### src/rtl/fm_dll_pkg.sv
// fm_dll_pkg: shared constants and N-ratio decoding for the frequency-multiplying DLL.
package fm_dll_pkg;
   timeunit 1ns;
   timeprecision 10ps;

   localparam int TAPS = 80;
   localparam int CODE_W = 7;
   localparam logic [CODE_W-1:0] COARSE_STEP = CODE_W'(4);
   localparam logic [CODE_W-1:0] FINE_STEP = CODE_W'(1);
   localparam logic [CODE_W-1:0] CODE_MAX = CODE_W'(127);

   function automatic logic [3:0] legal_n(input logic [3:0] n);
      return (n == 4'd4 || n == 4'd5 || n == 4'd8 || n == 4'd10) ? n : 4'd1;
   endfunction

   function automatic int tap_spacing(input logic [3:0] n);
      return n == 4'd4 ? 10 : n == 4'd5 ? 8 : n == 4'd8 ? 5 : n == 4'd10 ? 4 : 40;
   endfunction

   function automatic logic [TAPS-1:0] spaced_mask(input int sp);
      logic [TAPS-1:0] m;
      for (int k = 0; k < TAPS; k++) m[k] = (k % sp) == 0;
      return m;
   endfunction

   localparam logic [TAPS-1:0] MASK_N1 = spaced_mask(tap_spacing(4'd1));
   localparam logic [TAPS-1:0] MASK_N4 = spaced_mask(tap_spacing(4'd4));
   localparam logic [TAPS-1:0] MASK_N5 = spaced_mask(tap_spacing(4'd5));
   localparam logic [TAPS-1:0] MASK_N8 = spaced_mask(tap_spacing(4'd8));
   localparam logic [TAPS-1:0] MASK_N10 = spaced_mask(tap_spacing(4'd10));

   // Taps j*40/N for j=0..2N-1 are exactly the multiples of the spacing below TAPS.
   function automatic logic [TAPS-1:0] tap_mask(input logic [3:0] n);
      return n == 4'd4 ? MASK_N4 : n == 4'd5 ? MASK_N5 : n == 4'd8 ? MASK_N8 :
             n == 4'd10 ? MASK_N10 : MASK_N1;
   endfunction
endpackage

### src/rtl/fm_dll_delay_cell.sv
// fm_dll_delay_cell: one delay-line element; delay = 0.10 ns + code * 0.02 ns.
module fm_dll_delay_cell
   import fm_dll_pkg::*;
(
   input  logic              in,
   input  logic [CODE_W-1:0] code,
   output logic              out
);
   timeunit 1ns;
   timeprecision 10ps;

   assign #(0.10 + 0.02 * real'(code)) out = in;
endmodule

### src/rtl/fm_dll.sv
// fm_dll: 80-tap delay line servoed to span one M-cycle reference window;
// clk_out is the XOR of evenly spaced taps, giving f_ref * N / M.
module fm_dll
   import fm_dll_pkg::*;
(
   input  logic       clk_ext,
   input  logic       rst_n,
   input  logic [1:0] M,
   input  logic [3:0] N,
   output logic       clk_out,
   output logic [1:0] Sel
);
   timeunit 1ns;
   timeprecision 10ps;

   logic [1:0] m_q, m_d, sel_q, sel_d;
   logic [3:0] n_q, n_d;
   logic launch_q, launch_d, up_q, up_d, upd_q, upd_d;
   logic coarse_q, coarse_d, dir_q, dir_d, hist_q, hist_d;
   logic [CODE_W-1:0] code_q, code_d, step, code_inc, code_dec;
   logic [CODE_W:0] sum;
   logic bnd, rev;
   logic [TAPS:0] tap;

   assign tap[0] = launch_q;
   for (genvar i = 0; i < TAPS; i++) begin : g_cell
      fm_dll_delay_cell u_cell (.in(tap[i]), .code(code_q), .out(tap[i+1]));
   end

   assign clk_out = ^(tap[TAPS-1:0] & tap_mask(n_q));
   assign Sel = sel_q;

   always_comb begin
      m_d = (M == 2'd0) ? 2'd1 : M;
      n_d = legal_n(N);
      bnd = sel_q == m_q - 2'd1;
      sel_d = bnd ? 2'd0 : sel_q + 2'd1;
      launch_d = launch_q ^ bnd;
      // Line end still equal to the pre-toggle launch value means the edge arrived early.
      up_d = bnd ? (tap[TAPS] == launch_q) : up_q;
      upd_d = bnd;
      rev = upd_q && hist_q && (up_q != dir_q);
      step = (coarse_q && !rev) ? COARSE_STEP : FINE_STEP;
      sum = {1'b0, code_q} + {1'b0, step};
      code_inc = sum[CODE_W] ? CODE_MAX : sum[CODE_W-1:0];
      code_dec = (code_q < step) ? '0 : code_q - step;
      code_d = upd_q ? (up_q ? code_inc : code_dec) : code_q;
      coarse_d = coarse_q && !rev;
      dir_d = upd_q ? up_q : dir_q;
      hist_d = hist_q || upd_q;
   end

   always_ff @(posedge clk_ext) begin
      if (!rst_n) begin
         m_q      <= m_d;
         n_q      <= n_d;
         sel_q    <= '0;
         launch_q <= 1'b0;
         up_q     <= 1'b0;
         upd_q    <= 1'b0;
         code_q   <= '0;
         coarse_q <= 1'b1;
         dir_q    <= 1'b0;
         hist_q   <= 1'b0;
      end else begin
         sel_q    <= sel_d;
         launch_q <= launch_d;
         up_q     <= up_d;
         upd_q    <= upd_d;
         code_q   <= code_d;
         coarse_q <= coarse_d;
         dir_q    <= dir_d;
         hist_q   <= hist_d;
      end
   end
endmodule

### config.mk
export PLATFORM = sky130hd
export DESIGN_NAME = fm_dll
export DESIGN_NICKNAME = d
export VERILOG_FILES = /design/src/rtl/fm_dll_pkg.sv /design/src/rtl/fm_dll_delay_cell.sv /design/src/rtl/fm_dll.sv
export SDC_FILE = /design/constraint.sdc
export NUM_CORES = 1
export LEC_CHECK = 0
export CORE_MARGIN = 1
export CORE_UTILIZATION = 49
export CTS_CLUSTER_DIAMETER = 30
export DETAILED_ROUTE_END_ITERATION = 16
export GPL_ROUTABILITY_DRIVEN = 0
export PLACE_DENSITY = 0.67
export SYNTH_ARGS = -nofsm -noshare
export SYNTH_HDL_FRONTEND = slang
export SYNTH_HIERARCHICAL = 1
export SYNTH_SLANG_ARGS = --single-unit --ignore-timing --ignore-initial --compat-mode --unroll-limit 50000
### constraint.sdc
create_clock -name clk_ext -period 14.2 [get_ports clk_ext]
set_clock_uncertainty 0.05 [all_clocks]
set_input_delay 1.42 -clock clk_ext [delete_from_list [all_inputs] [get_ports clk_ext]]
set_output_delay 1.42 -clock clk_ext [all_outputs]
set_load 0.01 [all_outputs]
==> results by group, run 1 <==
Run status
  – Status: completed

Finish
  – Filler cell count: between 200 and 300
  – Area growth syn-to-layout: -30.0%
  – Share of post-route cells with drive strength above 1: 0.0968
  – Fin nets: around 100
  – Antenna cells: 0

Route
  – Wire per inst: 9.86 µm
  – Post-route ant nets: 0
  – Router iterations before antenna repair: 3
  – Drt drc: 0
  – Vias per cell: roughly 4.7
  – Number of DRC markers in iteration 0: 5
  – Final WL: 1210 µm
  – Via count: approximately 580

Critical path
  – Critical path's top delay family: XOR/XNOR gates
  – CP max stage cell: clkdlybuf4s50_1
  – Critical path origin: launch_q$_SDFF_PN0_
  – Worst Path Buf+Inv: 2
  – Critical path's most frequent cell: xnor3_1
  – WP data required: 12.73 ns
  – Crit path largest cell delay: around 0.53 ns
  – Critical path peak fanout: 38
  – Critical path type: reg -> out
  – Crit. End Element: output port
  – Critical Path AT: 2.97 ns
  – R2R Path Start: m_q[1]$_SDFFCE_PN0N_
  – Critical path startpoint category: register
  – Crit path cell chain: buf_4 > xnor3_1 > mux2i_1 > nand2_1 > xnor2_1 > xnor3_1 > xnor3_1 > clkdlybuf4s50_1

Clock tree
  – H-tree Lvls: 1
  – # Post-CTS Setup Buffers: 0
  – CTS tree: yes
  – Clk_lat worst skew: 0.26 ns
  – Post_cts resized: 0
  – TritonCTS Buffers: 3
  – Root buf cell: clkbuf_4
  – Clock-pin slew of the registers on the worst-case setup and hold paths: 0.06 ns
  – Clock buffer depth: 2
  – Hold_buf cts: 0
  – CTS Sinks: 9

Logic synthesis
  – Mean Syn Cell Area: approximately 8.9 µm²
  – Synthesized area: ~0.0014 mm²
  – Cells after Synth: approximately 160
  – Synthesis Warnings: 6
  – Net Count, Synth: 164

Placement
  – Hpwl dp: a little over 900 µm
  – Port Buffers: 10

STA
  – Final min period: 4.44 ns
  – Hold Vio Cnt, Final: 0
  – Worst-margin pin slew: around 0.41 ns
  – Final setup vio count: 0
  – Final worst path period share: 0.313
  – Fin. max-slew vios: 0
  – Peak Freq: between 200 and 250 MHz
  – RSZ-0062 raised after global routing: no
  – Relative slew slack: 0.726
  – Post-route setup TNS: 0 ns

Global routing
  – Total GRT Usage: 0.0956
  – Largest net degree at the start of global routing: 39
  – Initial antenna violation count: 0
  – Met2 Resource Use GR: 0.147
  – Total gr overflow: 0
  – First-pass GRT wire length: a little over 2000 µm
  – Vias in the first global route: around 500
  – GR Util met3: 0.0164
  – Gr busiest metal: met2
  – Routing usage on met1: 0.127

Power
  – P_leak: between 0.3 and 0.4 nW
  – Peak VDD IR: ~0.10 mV
  – Total power: about 0.00013 W
  – Pwr per Cell Area: about 140 mW/mm²

Floorplan
  – Die H: ~55 µm
  – Core area: between 0.002 and 0.003 mm²
  – Die area: 0.00304 mm²
  – # IOs: 11
  – Starting Density: 0.538
  – Std-Cell Rows: 18
  – Chip Width: approximately 55 µm

Job
  – MaxCap Viol Count: 0

Worst hold path
  – HP Class: reg -> reg
  – Worst Hold Launch: Sel[0]$_SDFF_PP0_
## report_power, final
group          leakage (nW)  switching, W  internal [W]
sequential           0.0832    0.00000416     0.0000314
combinational         0.269     0.0000292     0.0000495
clock                0.0150    0.00000886     0.0000108
total                 0.367     0.0000422     0.0000917
## layer usage
layer | up-vias | wire length (µm)
met5 | - | 0
met4 | 0 | 29
met3 | 3 | 39
met2 | 13 | 572
met1 | 253 | 572
li1 | 307 | -
## path summary, 6_finish.rpt
kind | endpoint | slack (ns) | depth (start not counted)
worst min register to register | Sel[0]$_SDFF_PP0_ | 0.45 | 1
worst max register to register | launch_q$_SDFF_PN0_ | 12.97 | 6
worst max-delay path | clk_out | 9.76 | 8
worst min-delay path | Sel[0]$_SDFF_PP0_ | 0.45 | 1
## layout by cell type (no fill, tap or decap), drive strengths merged, types with 2 or more instances in the layout
| master | instances |
|---|---|
| dfxtp | 3 |
| inv | 2 |
| nor2 | 6 |
| edfxtp | 6 |
| a21oi | 3 |
| and2 | 2 |
| xnor2 | 12 |
| clkdlybuf4s50 | 10 |
| xor2 | 7 |
| nand2 | 8 |
| mux2 | 2 |
| o21ai | 4 |
| xnor3 | 4 |
| mux2i | 2 |
| a22oi | 6 |
| clkbuf | 4 |
| and4bb | 2 |
| nor3b | 4 |
## final cells by class
class	count	area, µm²	area share
multi-input combinational	66	544	0.563
sequential	9	240	0.248
timing repair buffer	11	108	0.111
tap	30	37.5	0.0388
clock buffer	4	26.3	0.0272
inverter	3	11.3	0.0116
## worst reg2reg max path: stages (launching register included)
cell and delay, ns:
edfxtp_1 0.37, xnor2_1 0.20, nand2_1 0.07, nor2_1 0.08, a21oi_1 0.07, xnor2_1 0.13
and2_1 0.15
## flip-flops by register name, summed over array words and instances (netlist names)
signal    cells
Sel           2
launch_q      1
n_q           4
m_q           2
## through the flow
step                 util  setup slack, ns  area [µm²]  instances  hold slack, ns
floorplan               -             2.60        1380        156           0.437
finish              0.377             9.76         967        123           0.446
CTS                 0.377             9.72         967        123           0.447
global placement    0.366            10.04         941        119           0.422
global route        0.377             9.55         967        123           0.501
detailed placement  0.366            10.02         941        119           0.426
No activity file was read; power rests on OpenSTA's default activity.
==> run 2, diff against run 1 <==
==> constraint.sdc (replaced) <==
create_clock -name clk_ext -period 4.49 [get_ports clk_ext]
set_clock_uncertainty 0.05 [all_clocks]
set_input_delay 0.449 -clock clk_ext [delete_from_list [all_inputs] [get_ports clk_ext]]
set_output_delay 0.449 -clock clk_ext [all_outputs]
set_load 0.01 [all_outputs]
==> run 2 against run 1 <==
  * Sequential share of layout area up 0.26 points
  * Critical path type unchanged
  * Routed wire length down 5.4%
  * Highest routed layer unchanged
  * Via count down 0.35%
  * Critical path depth down 1
==> results by group, run 2 (same netlist as run 1, synthesis figures left out) <==
Run status
  – Status: completed

Critical path
  – Critical Path AT: ~3.1 ns
  – Critical path origin: launch_q$_SDFF_PN0_
  – Critical path's top delay family: XOR/XNOR gates
  – R2R cell count: 2
  – Critical path startpoint category: register
  – Critical path type: reg -> out
  – Critical path peak fanout: 39
  – Crit path largest cell delay: between 0.8 and 0.9 ns
  – Crit. End Element: output port
  – Worst Path Buf+Inv: 1
  – Critical path's most frequent cell: xnor3_1
  – CP max stage cell: dfxtp_2
  – Crit path cell chain: xnor3_1 > mux2i_1 > nand2_1 > xnor2_1 > xnor3_1 > xnor3_1 > clkdlybuf4s50_1
  – Critical path depth in cells: 7
  – WP data required: about 4 ns
  – R2R Path Start: launch_q$_SDFF_PN0_

Power
  – Peak VDD IR: 0.309 mV
  – Total power: approximately 0.00042 W
  – Pwr per Cell Area: 434 mW/mm²
  – P_leak: ~0.36 nW

Clock tree
  – Root buf cell: clkbuf_4
  – H-tree Lvls: 1
  – CTS Sinks: 9
  – TritonCTS Buffers: 3
  – Clock buffer depth: 2
  – Clock-pin slew of the registers on the worst-case setup and hold paths: roughly 0.060 ns
  – CTS tree: yes
  – Post_cts resized: 0
  – Hold_buf cts: 0
  – Clk_lat worst skew: between 0.2 and 0.3 ns
  – # Post-CTS Setup Buffers: 0

Global routing
  – Largest net degree at the start of global routing: 40
  – Vias in the first global route: about 450
  – Total GRT Usage: 0.0851
  – Total gr overflow: 0
  – Initial antenna violation count: 0
  – First-pass GRT wire length: about 1800 µm

Floorplan
  – Std-Cell Rows: 18
  – Die area: 0.00304 mm²
  – # IOs: 11
  – Die H: approximately 55 µm
  – Core area: 0.00257 mm²
  – Chip Width: 55.1 µm
  – Starting Density: 0.538

STA
  – Worst hold margin: 0.440 ns
  – Final setup vio count: 0
  – Worst-margin pin slew: 0.774 ns
  – Relative slew slack: 0.484
  – RSZ-0062 raised after global routing: no
  – Final worst path period share: 0.807
  – Hold Vio Cnt, Final: 0
  – Post-route setup TNS: 0 ns
  – Peak Freq: 276 MHz
  – Final min period: roughly 3.6 ns
  – Fin. max-slew vios: 0

Route
  – Wire per inst: about 9.4 µm
  – Number of DRC markers in iteration 0: 10
  – Post-route ant nets: 0
  – Vias per cell: between 4 and 5
  – Router iterations before antenna repair: 4
  – Final WL: 1150 µm
  – Via count: 574
  – Drt drc: 0

Finish
  – Most frequent cells in the layout: 12 x xnor2_1, 10 x clkdlybuf4s50_1, 8 x nand2_1, 7 x xor2_1
  – Commonest non-fill, non-tap cell in the layout: xnor2_1
  – Fin nets: 101
  – Share of post-route cells with drive strength above 1: 0.109
  – Area growth syn-to-layout: -30.3%
  – Most flops, register: n_q
  – Post-route cell area: slightly below 0.001 mm²
  – Antenna cells: 0
  – Max FFs per register: 4
  – Filler cell count: around 280

Placement
  – Hpwl dp: 844 µm
  – Dpl cell area: just over 900 µm²
  – Port Buffers: 10

Job
  – MaxCap Viol Count: 0

Worst hold path
  – Worst Hold Launch: Sel[0]$_SDFF_PP0_
  – HP Class: reg -> reg
  – Hold path cells: 1
run 2: per-layer routing:
| metal | up-vias | global-route usage | share of wire |
|---|---|---|---|
| met3 | 3 | 0.0246 | 0.037 |
| met5 | - | 0 | 0 |
| met1 | 253 | 0.0968 | 0.48 |
| li1 | 305 | - | - |
| met2 | 13 | 0.147 | 0.47 |
| met4 | 0 | 0.0375 | 0.015 |
run 2: worst paths after layout:
kind	slack, ns	endpoint
setup / recovery	0.87	clk_out
hold / removal	0.44	Sel[0]$_SDFF_PP0_
setup reg to reg	3.18	launch_q$_SDFF_PN0_
hold reg to reg	0.44	Sel[0]$_SDFF_PP0_
run 2: cell type report:
class	instances	area (µm²)	area share
tap	30	37.5	0.0390
clock inverter	1	5.00	0.00520
timing repair buffer	10	100	0.104
sequential	9	241	0.251
clock buffer	3	22.5	0.0234
multi-input combinational	66	544	0.566
inverter	3	11.3	0.0117
run 2: per-stage QoR:
stage,util,setup WS [ns],cells
finish,0.375,0.868,122
global route,0.375,0.630,122
CTS,0.375,0.830,122
detailed placement,0.364,1.12,118
global placement,0.364,1.21,118
floorplan,-,-4.83,156
run 2: report_power, final:
part           leakage [nW]  internal, W  switching [W]
Sequential           0.0835    0.0000996      0.0000393
Clock                0.0177    0.0000328      0.0000290
Combinational         0.264     0.000154      0.0000630
run 2: worst register-to-register path, stage by stage (launching register included):
cell and delay [ns]:
dfxtp_2 0.84, xnor2_1 0.14, and2_1 0.18
